===== config.mk =====
export PLATFORM = sky130hd
export DESIGN_NAME = step_sequencer_controller
export DESIGN_NICKNAME = d
export VERILOG_FILES = /design/src/rtl/step_sequencer_controller.sv
export SDC_FILE = /design/constraint.sdc
export NUM_CORES = 1
export LEC_CHECK = 0
export ABC_AREA = 1
export CAP_MARGIN = 20
export CORE_MARGIN = 1.5
export CORE_UTILIZATION = 45
export DETAILED_ROUTE_END_ITERATION = 7
export DONT_BUFFER_PORTS = 1
export MAX_ROUTING_LAYER = met4
export PLACE_DENSITY = 0.67
export SETUP_SLACK_MARGIN = 0.4
export SYNTH_ARGS = -nofsm -noshare
export SYNTH_HDL_FRONTEND = slang
export SYNTH_SLANG_ARGS = --single-unit

===== constraint.sdc =====
create_clock -name clk -period 1.8 [get_ports clk]
set_input_delay 0.27 -clock clk [delete_from_list [all_inputs] [get_ports clk]]
set_output_delay 0.27 -clock clk [all_outputs]
set_load 0.01 [all_outputs]

===== src/rtl/step_sequencer_controller.sv =====
// step_sequencer_controller: 16-step pattern sequencer with playhead, note pulses and gate output (GATE_STRETCH_EN stretches gate)
module step_sequencer_controller #(
  parameter int STEP_CYCLES = 1_500_000,
  parameter int GATE_CYCLES = 120_000
) (
  input  logic        clk,
  input  logic        rst,
  input  logic        btn_pressed,
  input  logic [3:0]  btn_index,
  input  logic        start,
  input  logic        stop,
  input  logic        clear,
  output logic [15:0] pattern,
  output logic [3:0]  step_index,
  output logic        running,
  output logic        step_tick,
  output logic        note_on,
  output logic        gate
);
  typedef enum logic {STOPPED, RUNNING} state_t;
  localparam logic [23:0] STEP_LAST = 24'(STEP_CYCLES - 1);
  state_t      state;
  logic [23:0] step_cnt;
  logic [3:0]  nxt_idx;
  logic        term;
  logic        tick_next;
  logic        note_next;
  // next-step decode; note lookup uses the pattern before any same-cycle toggle
  always_comb begin
    nxt_idx   = step_index + 4'd1;
    term      = state == RUNNING && step_cnt == STEP_LAST;
    tick_next = !stop && (start || term);
    note_next = !stop && (start ? pattern[0] : term && pattern[nxt_idx]);
  end
  // playback FSM, step counter, pattern edits and registered pulses
  always_ff @(posedge clk) begin
    if (rst) begin
      state      <= STOPPED;
      running    <= 1'b0;
      pattern    <= '0;
      step_index <= '0;
      step_cnt   <= '0;
      step_tick  <= 1'b0;
      note_on    <= 1'b0;
    end else begin
      pattern   <= clear ? '0 : btn_pressed ? pattern ^ (16'd1 << btn_index) : pattern;
      step_tick <= tick_next;
      note_on   <= note_next;
      if (stop) begin
        state    <= STOPPED;
        running  <= 1'b0;
        step_cnt <= '0;
      end else if (start) begin
        state      <= RUNNING;
        running    <= 1'b1;
        step_index <= '0;
        step_cnt   <= '0;
      end else if (state == RUNNING) begin
        step_cnt   <= term ? '0 : step_cnt + 24'd1;
        step_index <= term ? nxt_idx : step_index;
      end
    end
  end
`ifdef GATE_STRETCH_EN
  localparam logic [23:0] GATE_LOAD = 24'(GATE_CYCLES - 1);
  logic [23:0] gate_cnt;
  // gate holds for GATE_CYCLES cycles from each note, retriggered by a new note
  always_ff @(posedge clk) begin
    if (rst) begin
      gate     <= 1'b0;
      gate_cnt <= '0;
    end else if (note_next) begin
      gate     <= 1'b1;
      gate_cnt <= GATE_LOAD;
    end else if (gate_cnt != '0) begin
      gate_cnt <= gate_cnt - 24'd1;
    end else begin
      gate <= 1'b0;
    end
  end
`else
  // gate mirrors note_on; GATE_CYCLES is legal only when nonzero so this term is always true
  always_ff @(posedge clk) begin
    gate <= rst ? 1'b0 : note_next && GATE_CYCLES > 0;
  end
`endif
endmodule

==> reports/metrics.yaml, run 1 <==
worstSetupEndpointType: "register"
worstSetupStartpointType: "register"
port_buffers: 0
syn_area_per_cell_um2: 6.73
irDropWorstVdd_mv: 0.455
setup_viol_count_final: 0
fp.coreArea_um2: 5510
synth_seq_cells: 47
gp_congestion: 0.857
crit_slowest_cell: "dfxtp_2"
first_global_vias: 2317
ant_nets: 0
critPathBufInv: 1
path_class: "reg2reg"
syn_area_um2: 2580
crit_chain: "buf_4 > nand3_4 > nor2_8 > nand2_4 > nor2_4 > nand2_2 > nor2_4 > nand2_1 > nand2_1 > nor2_1"
synthArstFlopShare: 0
yosys.area_share.simple: 0.444
cts.sinks: 47
clk_latency_ps: 290
rr_endpoint: "step_cnt[17]"
cpLargestDelayFamily: "simple AND/OR/NAND/NOR gates"
io_pins: 34
die_h_um: 78.7
power.density_nw_per_um2: 655
synth_top_family_by_area: "simple AND/OR/NAND/NOR gates"
critPathMaxStageDelay_ps: 360
area_delta_synth_final_pct: 18.6
dr_total_vias: 2501
cts_buffer_depth: 2
setup_tns_ps: 0
synth_area_leader_cell: "dfxtp_1"
num_rows: 27
swShare: 0.230
maxSlewViolCount: 0
cts_max_level: 2
hold_violations: 0
status: "finished, final reports clean"
cts_tree: "built"
dp_hpwl_mm: 4.52
drt-total-wl_mm: 6.38
nets: 407
grt_pass1_wl_mm: 10.8
p_leak_nw: 1.14
power_frac_clock: 0.400
grt.overflow.total: 0
synth-warning-count: 0
route.detailed.drc: 0
layout_setup_ws_ps: 420
preCtsSetupSlack_ps: 215
combPwrFrac: 0.069
reg2reg_from: "step_cnt[0]"
cp_max_fo: 3
synth_edf_count: 0
antenna_found_initial: 0
synth.distinct_cells: 36
tightest_slew_ps: 359
muxShareOfSynthArea: 0
cp_data_required_time_ps: 1990
worst_hold_path.endpoint: "step_index[3]"
synth_seq_area_share: 0.365
max_cap_viol_count: 0
fin_crit_sh: 0.767
synth_top_flop_cell: "dfxtp_1"
firstDrtPassIters: 5
synthCells: 383
numCtsBuffers: 5
fin_util: 0.555
die_x_um: 78.7
maxSlewHeadroom: 0.759
synth_xor_area_frac: 0.0475
die_area_um2: 6190
arrival_ps: 1570
fmax_mhz: 724
fin_skew_ps: 2.49
finalPower_mw: 2.00
hold_path.class: "in2reg"
pwr-share-seq: 0.531
grt_max_degree: 17
timing.hold.ws_ps: 28.4
grtUsageTotal: 0.223
min_path_cells: 1
via_per_inst: 5.34
yosys-top-cells-area: "dfxtp_1 (36%), nand2_1 (12%), nor2_1 (10%)"
antenna_cells: 0
root_buffer: "clkbuf_8"
yosys.cell_count.top_type: "nand2_1"
synthAdderAreaFrac: 0.00970
clkTransAtPathRegs_ps: 80
yosys.area.top_type_share: 0.365
rsz0062_at_grt: "true"
start_util: 0.468
intPower_mw: 1.54
drive_gt1_frac: 0.225
p_sw_mw: 0.460
synthTopCellsByCount: "nand2_1 (83), nor2_1 (71), dfxtp_1 (47), inv_1 (40), nand3_1 (32)"
synth_nets: 395
hp-start: "rst"
fin_crit_ps: 1380
synth_compound_area_frac: 0.0563
worstRegToRegCells: 10
reg2reg_slack_ps: 420
dr.first_iter.drc_count: 185
route.detailed.wl_per_inst_um: 13.6
-- sequential cells by signal, summed over array words and instances (netlist names) --
signal and flops:
step_index 4, pattern 16, gate 1, step_cnt 24, state 1, step_tick 1
-- worst max-delay path by stage --
stage | start | to | slack (ps) | depth (start not counted)
after global placement | step_cnt[0] | step_cnt[9] | 270 | 9
final | step_cnt[0] | step_cnt[17] | 420 | 10
after floorplan | step_cnt[0] | step_cnt[11] | 410 | 9
after detailed placement | step_cnt[0] | step_cnt[9] | 220 | 9
after CTS | step_cnt[1] | step_cnt[18] | 390 | 8
after global routing | step_cnt[17] | step_index[3] | 310 | 10
-- metal layers --
layer	GRT usage	wire length [µm]
met4	0.0696	79
met3	0.0529	390
met5	-	0
met2	0.334	2920
met1	0.297	2990
-- final cells by class --
class | count | area (µm²)
repair buffers | 10 | 86.3
multi-input cells | 285 | 1620
clock buffers | 6 | 82.6
clock inverters | 2 | 35.0
fillers | 513 | 2450
well taps | 72 | 90.1
flip-flops and latches | 47 | 968
inverters | 46 | 179
-- power groups by stage --
stage / Combinational (mW) / Clock, mW / Sequential, mW
final: 0.138 / 0.802 / 1.06
after global routing: 0.154 / 0.864 / 1.07
after CTS: 0.125 / 0.816 / 1.06
after detailed placement: 0.118 / 0 / 1.09
after global placement: 0.116 / 0 / 1.09
after floorplan: 0.0917 / 0 / 1.09
-- repair_timing --
item                                    in CTS  in global routing
buffers inserted                             7                  1
hold buffers                                 0                  0
endpoints found under the setup margin      22                 26
gates resized for setup                     23                 45
gates cloned                                 0                  0
pin swaps                                    7                 11
-- layout by cell type, fill, tap and decap left out, types with 3 or more instances in the layout --
master,instances
a21oi_1,13
a31oi_1,4
and3_1,4
buf_4,7
buf_6,3
clkbuf_8,6
dfxtp_1,29
dfxtp_2,16
inv_1,39
inv_2,4
nand2_1,78
nand2_2,5
nand2_4,4
nand3_1,29
nand3_4,5
nand4_1,5
nor2_1,61
nor2_2,13
nor2_4,7
nor3_1,16
nor3b_1,5
o21a_1,3
o21ai_0,3
xnor2_1,9
xor2_1,4
-- per-stage QoR --
step | cells | cell area [µm²]
after global placement | 452 | 2660
after floorplan | 383 | 2580
final | 468 | 3060
after CTS | 467 | 2900
after global routing | 468 | 3060
after detailed placement | 452 | 2660
-- cells by family after synthesis --
logic type,after synthesis
buffers and inverters,51
flip-flops,47
adder cells (fa/ha/maj),2
XOR/XNOR,14
AO/OA/AOI/OAI,26
AND/OR/NAND/NOR,243
Power figures use the tool's default switching activity.
==> run 2: changes to the inputs <==
Settings changed: PLACE_DENSITY 0.67 to 0.69.
Clock period 1.8 ns to 1.1 ns, I/O delays scaled along.
==> reports/metrics.yaml, run 2 (synthesis gave the netlist of run 1 again) <==
swShare: 0.247
rsz0062_at_grt: "true"
area_delta_synth_final_pct: 56.8
p_sw_mw: 0.829
root_buffer: "clkbuf_8"
die_h_um: 78.7
drt-total-wl_mm: 7.92
dr_total_vias: 2874
largest_reg_flops: 24
num_rows: 27
cts_max_level: 2
maxSlewViolCount: 0
start_util: 0.468
setup_viol_count_final: 30
drive_gt1_frac: 0.489
layout_setup_ws_ps: -321
first_global_vias: 2743
intPower_mw: 2.52
fp.coreArea_um2: 5510
pwr-share-seq: 0.514
hold_violations: 0
reg_top3: "step_cnt x24, pattern x16, step_index x4"
p_leak_nw: 1.63
layout_common_cells: "nand2_1 (71), nor2_1 (50), buf_4 (50)"
worstSetupStartpointType: "register"
power_frac_clock: 0.377
cts_buffer_depth: 2
worstSetupEndpointType: "register"
max_flop_register: "step_cnt"
antenna_cells: 0
irDropWorstVdd_mv: 0.702
preCtsSetupSlack_ps: -408
cts_tree: "built"
cp_data_required_time_ps: 1310
firstDrtPassIters: 5
grtUsageTotal: 0.264
fin_crit_ps: 1420
clkTransAtPathRegs_ps: 80
fin_crit_sh: 1.29
final_common_cell: "nand2_1"
final_area_um2: 4040
power.density_nw_per_um2: 829
arrival_ps: 1630
grt_pass1_wl_mm: 12.5
route.detailed.drc: 0
tightest_slew_ps: 327
seq_area_um2: 1010
dr.first_iter.drc_count: 175
io_pins: 34
status: "complete, but fails checks"
multiInputGateArea_um2: 1890
ant_nets: 0
fmax_mhz: 704
gp_congestion: 0.899
die_area_um2: 6190
violations: "negative setup slack"
dp_hpwl_mm: 5.32
grt_max_degree: 17
place_area_um2: 3370
port_buffers: 0
maxSlewHeadroom: 0.781
grt.overflow.total: 0
min_path_cells: 3
max_cap_viol_count: 0
clk_latency_ps: 310
cp_max_fo: 3
antenna_found_initial: 0
cts.sinks: 47
fin_skew_ps: 7.78
nets: 479
path_class: "reg2reg"
hold_path.class: "in2reg"
numCtsBuffers: 5
nFillCells: 390
die_x_um: 78.7
route.detailed.wl_per_inst_um: 14.7
via_per_inst: 5.32
worstRegToRegCells: 8
combPwrFrac: 0.109
-- run 2: cell count changes in the layout (fill, tap and decap cells not counted), moves of 8 or more --
cell,delta
nor3_2,+10
nor3_1,-10
dfxtp_1,-16
dfxtp_4,+8
nor2_1,-11
dfxtp_2,+8
buf_6,+24
buf_4,+43
-- run 2: critical path, cell delays in order (launching register included) --
cell      delay (ps)
dfxtp_4          370
buf_4            120
nand3_4          110
nor2_8           160
nand3_4          100
nor2_2           120
nand3b_1         130
nor2_1           150
nor2_2            50
-- run 2: power by group through the flow --
stage,Combinational [mW],Sequential (mW),Clock [mW]
floorplan,0.180,1.77,0
global placement,0.263,1.77,0
detailed placement,0.268,1.77,0
CTS,0.316,1.72,1.28
global route,0.396,1.72,1.36
finish,0.366,1.72,1.26
-- run 2: final timing paths --
check | startpoint | to | slack (ps)
setup / recovery | step_cnt[1] | step_cnt[21] | -320
hold / removal | rst | step_index[0] | 20
setup reg to reg | step_cnt[1] | step_cnt[21] | -320
hold reg to reg | step_cnt[14] | step_cnt[14] | 550
-- run 2: final cells by class --
| class | instances | share of cell area |
|---|---|---|
| Multi-Input combinational cell | 285 | 0.468 |
| Clock inverter | 3 | 0.00959 |
| Inverter | 46 | 0.0464 |
| Sequential cell | 47 | 0.249 |
| Tap cell | 72 | 0.0223 |
| Timing Repair Buffer | 81 | 0.185 |
| Timing Repair inverter | 1 | 0.00155 |
| Clock buffer | 5 | 0.0170 |
-- run 2: repair_timing --
item | CTS | global route
hold buffers | 1 | 0
resized for setup | 88 | 44
pin swaps | 34 | 12
hold endpoints to repair | 3 | 0
setup buffers | 5 | 4
cloned | 1 | 1
setup endpoints to repair | 71 | 71
-- run 2: routing by layer --
| metal | part of all wire | routed length [µm] | GRT usage |
|---|---|---|---|
| met5 | 0 | 0 | - |
| met4 | 0.017 | 138 | 0.0875 |
| met3 | 0.050 | 397 | 0.0517 |
| met2 | 0.52 | 4120 | 0.453 |
| met1 | 0.41 | 3260 | 0.310 |
-- run 2: per-stage QoR --
step / setup TNS (ps) / hold slack, ps / power (mW) / utilization / cells
4_1_cts: -7870 / 11.7 / 3.32 / 0.697 / 535
3_3_place_gp: -7730 / 240 / 2.03 / 0.611 / 520
3_5_place_dp: -8880 / 240 / 2.04 / 0.611 / 520
6_report: -7460 / 23.3 / 3.35 / 0.734 / 540
2_1_floorplan: -3080 / 237 / 1.95 / - / 383
5_1_grt: -9950 / 24.4 / 3.48 / 0.734 / 540
==> run 3: changes to the inputs <==
Settings changed: REMOVE_ABC_BUFFERS from default to 1.
==> reports/metrics.yaml, run 3 (synthesis gave the netlist of run 1 again) <==
status: "complete, but fails checks"
violations: "negative setup slack"
cts_max_level: 2
grtUsageTotal: 0.275
nets: 488
min_path_cells: 3
arrival_ps: 1700
die_h_um: 78.7
hold_violations: 0
final_common_cell: "nand2_1"
first_global_vias: 2854
setup_tns_ps: -9910
route.detailed.drc: 0
layout_setup_ws_ps: -392
dr_total_vias: 2932
cp_max_fo: 4
area_delta_synth_final_pct: 56.9
cts_tree: "built"
gp_congestion: 0.958
worstSetupStartpointType: "register"
place_area_um2: 3240
final_cells: 549
max_cap_viol_count: 0
clk_latency_ps: 330
critPathMaxStageDelay_ps: 390
hold_path.class: "in2reg"
cts_buffer_depth: 2
fmax_mhz: 670
worstSetupEndpointType: "register"
drive_gt1_frac: 0.480
intPower_mw: 2.54
worst_hold_path.endpoint: "state"
power.density_nw_per_um2: 850
dp_hpwl_mm: 5.25
cp_data_required_time_ps: 1310
route.detailed.wl_per_inst_um: 15.7
reg2reg_from: "step_cnt[1]"
maxSlewViolCount: 0
clkTransAtPathRegs_ps: 110
setup_viol_count_final: 31
dpl.cell_count: 529
path_class: "reg2reg"
firstDrtPassIters: 7
cts.sinks: 47
swShare: 0.262
final_area_um2: 4050
p_sw_mw: 0.902
largest_reg_flops: 24
grt.overflow.total: 0
antenna_found_initial: 0
root_buffer: "clkbuf_8"
antenna_cells: 0
ant_nets: 0
io_pins: 34
grt_max_degree: 17
maxSlewHeadroom: 0.691
numCtsBuffers: 5
layout_common_cells: "nand2_1 (73), buf_4 (60), nor2_1 (57)"
tightest_slew_ps: 462
max_flop_register: "step_cnt"
num_rows: 27
dr.first_iter.drc_count: 212
rsz0062_at_grt: "true"
port_buffers: 0
rr_endpoint: "step_cnt[3]"
drt-total-wl_mm: 8.61
die_area_um2: 6190
p_leak_nw: 1.64
crit_slowest_cell: "dfxtp_2"
crit_chain: "ha_4 > nand2_4 > inv_4 > nand2_4 > nor2_4 > nand3_4 > nand3_4 > buf_6 > nor3_2"
combPwrFrac: 0.097
pwr-share-seq: 0.505
worstRegToRegCells: 9
hp-start: "rst"
via_per_inst: 5.34
irDropWorstVdd_mv: 0.806
reg_top3: "step_cnt x24, pattern x16, step_index x4"
fin_crit_sh: 1.36
preCtsSetupSlack_ps: -389
fin_crit_ps: 1490
nFillCells: 379
fin_skew_ps: 12.3
fp.coreArea_um2: 5510
reg2reg_slack_ps: -390
die_x_um: 78.7
start_util: 0.468
grt_pass1_wl_mm: 13.0
power_frac_clock: 0.399
-- run 3: changes by cell type in the layout (fill, tap and decap cells not counted), moves of 3 or more --
cell     before  now
buf_4        50   60
dfxtp_4      10    2
nor2_1       50   57
nor2_4       12    9
nor2_2       19   15
dfxtp_1      13   17
dfxtp_2      24   28
-- run 3: layer usage --
layer,vias up,part of all wire,GRT usage
met5,-,0,-
met4,0,0.017,0.0875
met3,20,0.062,0.0632
met2,117,0.53,0.478
met1,1386,0.39,0.313
li1,1409,-,-
-- run 3: worst max-delay path, delay by kind of cell, from the launching register on --
| family | cells | cell delay [ps] |
|---|---|---|
| buffers and inverters | 2 | 210 |
| and+or+nand+nor | 6 | 580 |
| adders and majority gates | 1 | 160 |
| DFF | 1 | 390 |
-- run 3: power by group through the flow --
stage,sequential (mW),clock (mW),combinational (mW)
final,1.74,1.37,0.332
after global routing,1.74,1.44,0.356
after CTS,1.74,1.36,0.285
after detailed placement,1.77,0,0.249
after global placement,1.77,0,0.245
after floorplan,1.78,0,0.140
-- run 3: worst max-delay path by stage --
stage	start	to	slack, ps	depth (start not counted)
final	step_cnt[1]	step_cnt[3]	-390	9
after global routing	step_cnt[6]	gate	-450	7
after CTS	step_cnt[1]	step_index[2]	-320	11
after detailed placement	step_cnt[0]	step_index[1]	-390	10
after global placement	step_cnt[0]	step_index[1]	-340	10
after floorplan	step_index[0]	gate	-340	7
-- run 3: timing repair --
action	CTS	global route
gates resized for setup	102	66
endpoints found under the hold margin	4	3
gates cloned	1	0
pin swaps	25	20
setup endpoints to repair	71	71
buffers inserted	6	4
-- run 3: final cells by class --
| class | instances | area, µm² | share of cell area |
|---|---|---|---|
| Timing Repair Buffer | 90 | 787 | 0.195 |
| Tap cell | 72 | 90.1 | 0.0223 |
| Clock inverter | 3 | 47.5 | 0.0118 |
| Inverter | 46 | 189 | 0.0467 |
| Timing Repair inverter | 1 | 6.26 | 0.00155 |
| Clock buffer | 5 | 68.8 | 0.0170 |
| Multi-Input combinational cell | 285 | 1870 | 0.463 |
| Sequential cell | 47 | 983 | 0.243 |
-- run 3: per-stage QoR --
| step | total power, mW | utilization | hold slack, ps |
|---|---|---|---|
| final | 3.44 | 0.735 | 10.8 |
| after global routing | 3.53 | 0.735 | 20.9 |
| after CTS | 3.38 | 0.681 | -94.7 |
| after detailed placement | 2.02 | 0.588 | 239 |
| after global placement | 2.02 | 0.588 | 238 |
| after floorplan | 1.92 | - | 237 |
==> edit 1 (flow settings as in run 3) <==
Change the parameter `STEP_CYCLES` from 1_500_000 to 750_000.
--- a/src/rtl/step_sequencer_controller.sv
+++ b/src/rtl/step_sequencer_controller.sv
@@ -1,6 +1,6 @@
 // step_sequencer_controller: 16-step pattern sequencer with playhead, note pulses and gate output (GATE_STRETCH_EN stretches gate)
 module step_sequencer_controller #(
-  parameter int STEP_CYCLES = 1_500_000,
+  parameter int STEP_CYCLES = 750_000,
   parameter int GATE_CYCLES = 120_000
 ) (
   input  logic        clk,
Formal check against the unedited RTL: same outputs for any inputs over 10 cycles, from zero or initial values and one cycle with rst high; that may be too few to reach the edited logic, so the function may still have changed.
==> edit 1 against run 3 <==
  * The run still ends with negative setup slack left
  * Sequential cell count stayed put
  * Count of clock-buffer cells in the layout is 1 higher
  * Sequential share of layout area is 0.064 points higher
  * Worst setup slack worse by 0.011 ns
  * Final cell count is 1.3% lower
  * Synthesized area is 3.1% higher
  * Clock skew is 0.0025 ns lower
  * Utilization is 1.1 points lower
  * Design area is 0.37% higher
  * Global-route usage is 0.94 points lower
  * Total power is 1.1% higher
  * Routed wire length is 6.3% lower
  * Largest power group unchanged
  * Sequential power hardly changed
  * Highest routed layer unchanged
==> edit 1: results (changes against run 3) <==
metric	value	unit	change
outcome	complete, but fails checks		unchanged
failing checks	negative setup slack		unchanged
hold endpoint	step_index[1]		was state
top cells by area, synth	dfxtp_1, nand2_1, nor2_1		unchanged
portion of the post-synthesis area used by sequential elements	0.354		was 0.365
compound-cell area share of the yosys netlist	0.0589		was 0.0563
length in cells of the worst reg-to-reg path	8		was 9
# fillers	399		was 379
met2 WL	4280	µm	was 4570 µm
GR Util All Layers	0.265		was 0.275
fraction of synthesized cell area in xor and xnor cells	0.0428		was 0.0475
PortBufs	0		unchanged
cts repair resizes	107		was 102
leading cell types by count after synthesis	nand2_1, nor2_1, dfxtp_1		unchanged
met1 layer wirelength in the final routing	3240	µm	was 3360 µm
routability cong.	0.962		was 0.958
Pleak	1.74	nW	was 1.64 nW
metal3 WL	336	µm	was 534 µm
net count of the finished layout	481		was 488
HP Class	in -> reg		unchanged
detailed-placement wirelength estimate	5120	µm	was 5250 µm
maximum vdd ir drop	0.000641	V	was 0.000806 V
wire length of the first global-routing pass	12700	µm	was 13,000 µm
clock latency on the worst-skew pair	0.31	ns	was 0.33 ns
WHS	0.0412	ns	was 0.0108 ns
post-synth cell types	39		was 36
buffers inserted during post-CTS setup optimization	10		was 6
buffers from clock root to sink, at most	2		unchanged
slew at the pin with the worst max-slew slack	0.419	ns	was 0.462 ns
Routed Wire Length	8060	µm	was 8610 µm
setup violation total in the final timing report	31		unchanged
via count of the routed design	2849		was 2,932
Post-synth top flop	dfxtp_1		unchanged
accumulated negative setup slack	-9.41	ns	was -9.91 ns
slack of the critical path	-0.403	ns	was -0.392 ns
adder-cell share of the synthesized area	0.00942		was 0.00970
DR pass1 iterations	4		was 7
## edit 1: changes by cell type in the layout (fill, tap and decap cells not counted), sizes merged, moves of 2 or more
cell and change:
nand3 +3, a21oi +3, xor2 -2, nor2 -8, buf +3, nor3 -4, nor3b +6, nand4 -2
inv -10
## edit 1: through the flow
| step | cell area (µm²) | power [mW] | std cells |
|---|---|---|---|
| floorplan | 2620 | 1.96 | 367 |
| global placement | 3310 | 2.07 | 517 |
| detailed placement | 3310 | 2.08 | 517 |
| CTS | 3920 | 3.45 | 538 |
| global route | 4060 | 3.59 | 542 |
| finish | 4060 | 3.48 | 542 |
## edit 1: cell families (layout without fill, tap and decap cells)
logic type                 after synthesis  count (layout)
adders and majority gates                2               2
buffers and inverters                   45             142
xor gates and xnor gates                13              13
AOI/OAI and AO/OA                       28              28
DFF                                     47              47
and+or+nand+nor                        238             238
## edit 1: final cells by class
cell class	count	area, µm²	share of cell area
Clock buffer	6	82.6	0.0203
Clock inverter	2	35.0	0.00863
Inverter	39	155	0.0382
Multi-Input combinational cell	281	1860	0.458
Sequential cell	47	990	0.244
Tap cell	72	90.1	0.0222
Timing Repair Buffer	95	850	0.209
## edit 1: routing by layer
| metal | global-route usage | up-vias |
|---|---|---|
| met4 | 0.0793 | 0 |
| met5 | - | - |
| met3 | 0.0651 | 18 |
| li1 | - | 1398 |
| met1 | 0.287 | 1363 |
| met2 | 0.479 | 70 |
## edit 1: power by group through the flow
stage | registers, mW | clock network (mW) | logic [mW]
6_report | 1.74 | 1.35 | 0.392
5_1_grt | 1.74 | 1.43 | 0.426
4_1_cts | 1.74 | 1.35 | 0.360
3_5_place_dp | 1.77 | 0 | 0.302
3_3_place_gp | 1.77 | 0 | 0.298
2_1_floorplan | 1.79 | 0 | 0.169
==> edit 2 (flow settings as in run 3) <==
Made on the original files. Put one more register stage on the output `step_index`, cleared by the reset. The value now appears one clock later. The other outputs are not delayed to match.
--- a/src/rtl/step_sequencer_controller.sv
+++ b/src/rtl/step_sequencer_controller.sv
@@ -19,6 +19,8 @@
 );
   typedef enum logic {STOPPED, RUNNING} state_t;
   localparam logic [23:0] STEP_LAST = 24'(STEP_CYCLES - 1);
+
+  logic [3:0] step_index_s0;
   state_t      state;
   logic [23:0] step_cnt;
   logic [3:0]  nxt_idx;
@@ -27,7 +29,7 @@
   logic        note_next;
   // next-step decode; note lookup uses the pattern before any same-cycle toggle
   always_comb begin
-    nxt_idx   = step_index + 4'd1;
+    nxt_idx   = step_index_s0 + 4'd1;
     term      = state == RUNNING && step_cnt == STEP_LAST;
     tick_next = !stop && (start || term);
     note_next = !stop && (start ? pattern[0] : term && pattern[nxt_idx]);
@@ -38,7 +40,7 @@
       state      <= STOPPED;
       running    <= 1'b0;
       pattern    <= '0;
-      step_index <= '0;
+      step_index_s0 <= '0;
       step_cnt   <= '0;
       step_tick  <= 1'b0;
       note_on    <= 1'b0;
@@ -53,11 +55,11 @@
       end else if (start) begin
         state      <= RUNNING;
         running    <= 1'b1;
-        step_index <= '0;
+        step_index_s0 <= '0;
         step_cnt   <= '0;
       end else if (state == RUNNING) begin
         step_cnt   <= term ? '0 : step_cnt + 24'd1;
-        step_index <= term ? nxt_idx : step_index;
+        step_index_s0 <= term ? nxt_idx : step_index_s0;
       end
     end
   end
@@ -84,4 +86,12 @@
     gate <= rst ? 1'b0 : note_next && GATE_CYCLES > 0;
   end
 `endif
+  always_ff @(posedge clk) begin
+    if (rst) begin
+      step_index <= '0;
+    end else begin
+      step_index <= step_index_s0;
+    end
+  end
+
 endmodule
Formal check against the unedited RTL: same outputs for any inputs over 10 cycles, from zero or initial values and one cycle with rst high; that may be too few to reach the edited logic, so the function may still have changed.
==> edit 2 against run 3 <==
  * The flow finishes with violations (negative hold slack, negative setup slack)
  * Design area fell by 0.93%
  * Die area rose by 2.7%
  * Non-clock buffer count fell by 16
  * Clock skew rose by 0.00051 ns
  * Synthesized area rose by 2.8%
  * Sequential cell count rose by 4
  * Worst hold slack got worse by 0.098 ns
  * Total power rose by 7.0%
  * Routed wire length fell by 6.9%
  * Worst setup slack improved by 0.024 ns
  * Utilization fell by 2.0 points
  * Clock power rose by 3%
  * Critical path type unchanged
==> edit 2: results (changes against run 3) <==
metric	value	unit	change
hold endpoint	step_index[2]		was state
dpl cell area	3220	µm²	was 3240 µm²
grt met1 use	0.302		was 0.313
mean instance size in the synthesized netlist	6.82	µm²	was 6.73 µm²
number of hold violations in the final report	4		was 0
failing checks	negative hold slack, negative setup slack		was negative setup slack
accumulated negative setup slack	-8.31	ns	was -9.91 ns
DR pass1 iterations	5		was 7
portion of the post-synthesis area used by sequential elements	0.385		was 0.365
Cell Pwr Density	919	nW/µm²	was 850 nW/µm²
Final Skew	0.0128	ns	was 0.0123 ns
metal3 WL	392	µm	was 534 µm
final core utilization	0.715		was 0.735
buffers inserted during post-CTS setup optimization	5		was 6
maximum fanout encountered on the critical timing path	2		was 4
WHS	-0.0867	ns	was 0.0108 ns
Pleak	1.64	nW	about the same
met1 layer wirelength in the final routing	3200	µm	was 3360 µm
met3 usage	0.0503		was 0.0632
# fillers	411		was 379
outcome	complete, but fails checks		unchanged
via count of the routed design	2840		was 2,932
setup violation total in the final timing report	29		was 31
DRC marker count from the first detailed-route iteration	206		was 212
count of placed standard cells including taps	524		was 529
routability cong.	0.904		was 0.958
detailed-placement wirelength estimate	5010	µm	was 5250 µm
slack of the critical path	-0.368	ns	was -0.392 ns
top cell type's share of synthesized area	0.385		was 0.365
met2 WL	4220	µm	was 4570 µm
GR Util met2	0.482		was 0.478
number of global-route vias before repair	2875		was 2,854
registers with the highest flip-flop counts	step_cnt x24, pattern x16		was step_cnt x24, pattern x16, step_index x4
Cells on Worst Hold Path	1		was 3
top cells by area, synth	dfxtp_1, nand2_1, nor2_1		unchanged
signal arrival time at the worst endpoint	1.66	ns	was 1.70 ns
cts repair resizes	134		was 102
Net Sw Power	0.914	mW	was 0.902 mW
leading cell types by count after synthesis	nand2_1, nor2_1, dfxtp_1		unchanged
edit 2: changes by cell type after synthesis, moves of 3 or more:
cell and change:
nor2_2 -3, dfxtp_1 +4, nor2_1 -4, inv_1 +10
edit 2: cells by family (layout without fill, tap and decap cells):
family / Yosys count / in the layout / share of synthesized area
adders and majority gates: 2 / 2 / 0.00944
buffers and inverters: 59 / 137 / 0.0882
DFF: 51 / 51 / 0.385
and+or+nand+nor: 238 / 238 / 0.416
xor gates and xnor gates: 16 / 16 / 0.0529
AOI/OAI and AO/OA: 23 / 23 / 0.0486
edit 2: area by class of cell:
cell class / count / share of cell area
Tap cell: 72 / 0.0225
Timing Repair Buffer: 74 / 0.163
Clock buffer: 6 / 0.0206
Clock inverter: 2 / 0.00968
Sequential cell: 51 / 0.268
Multi-Input combinational cell: 279 / 0.458
Inverter: 55 / 0.0584
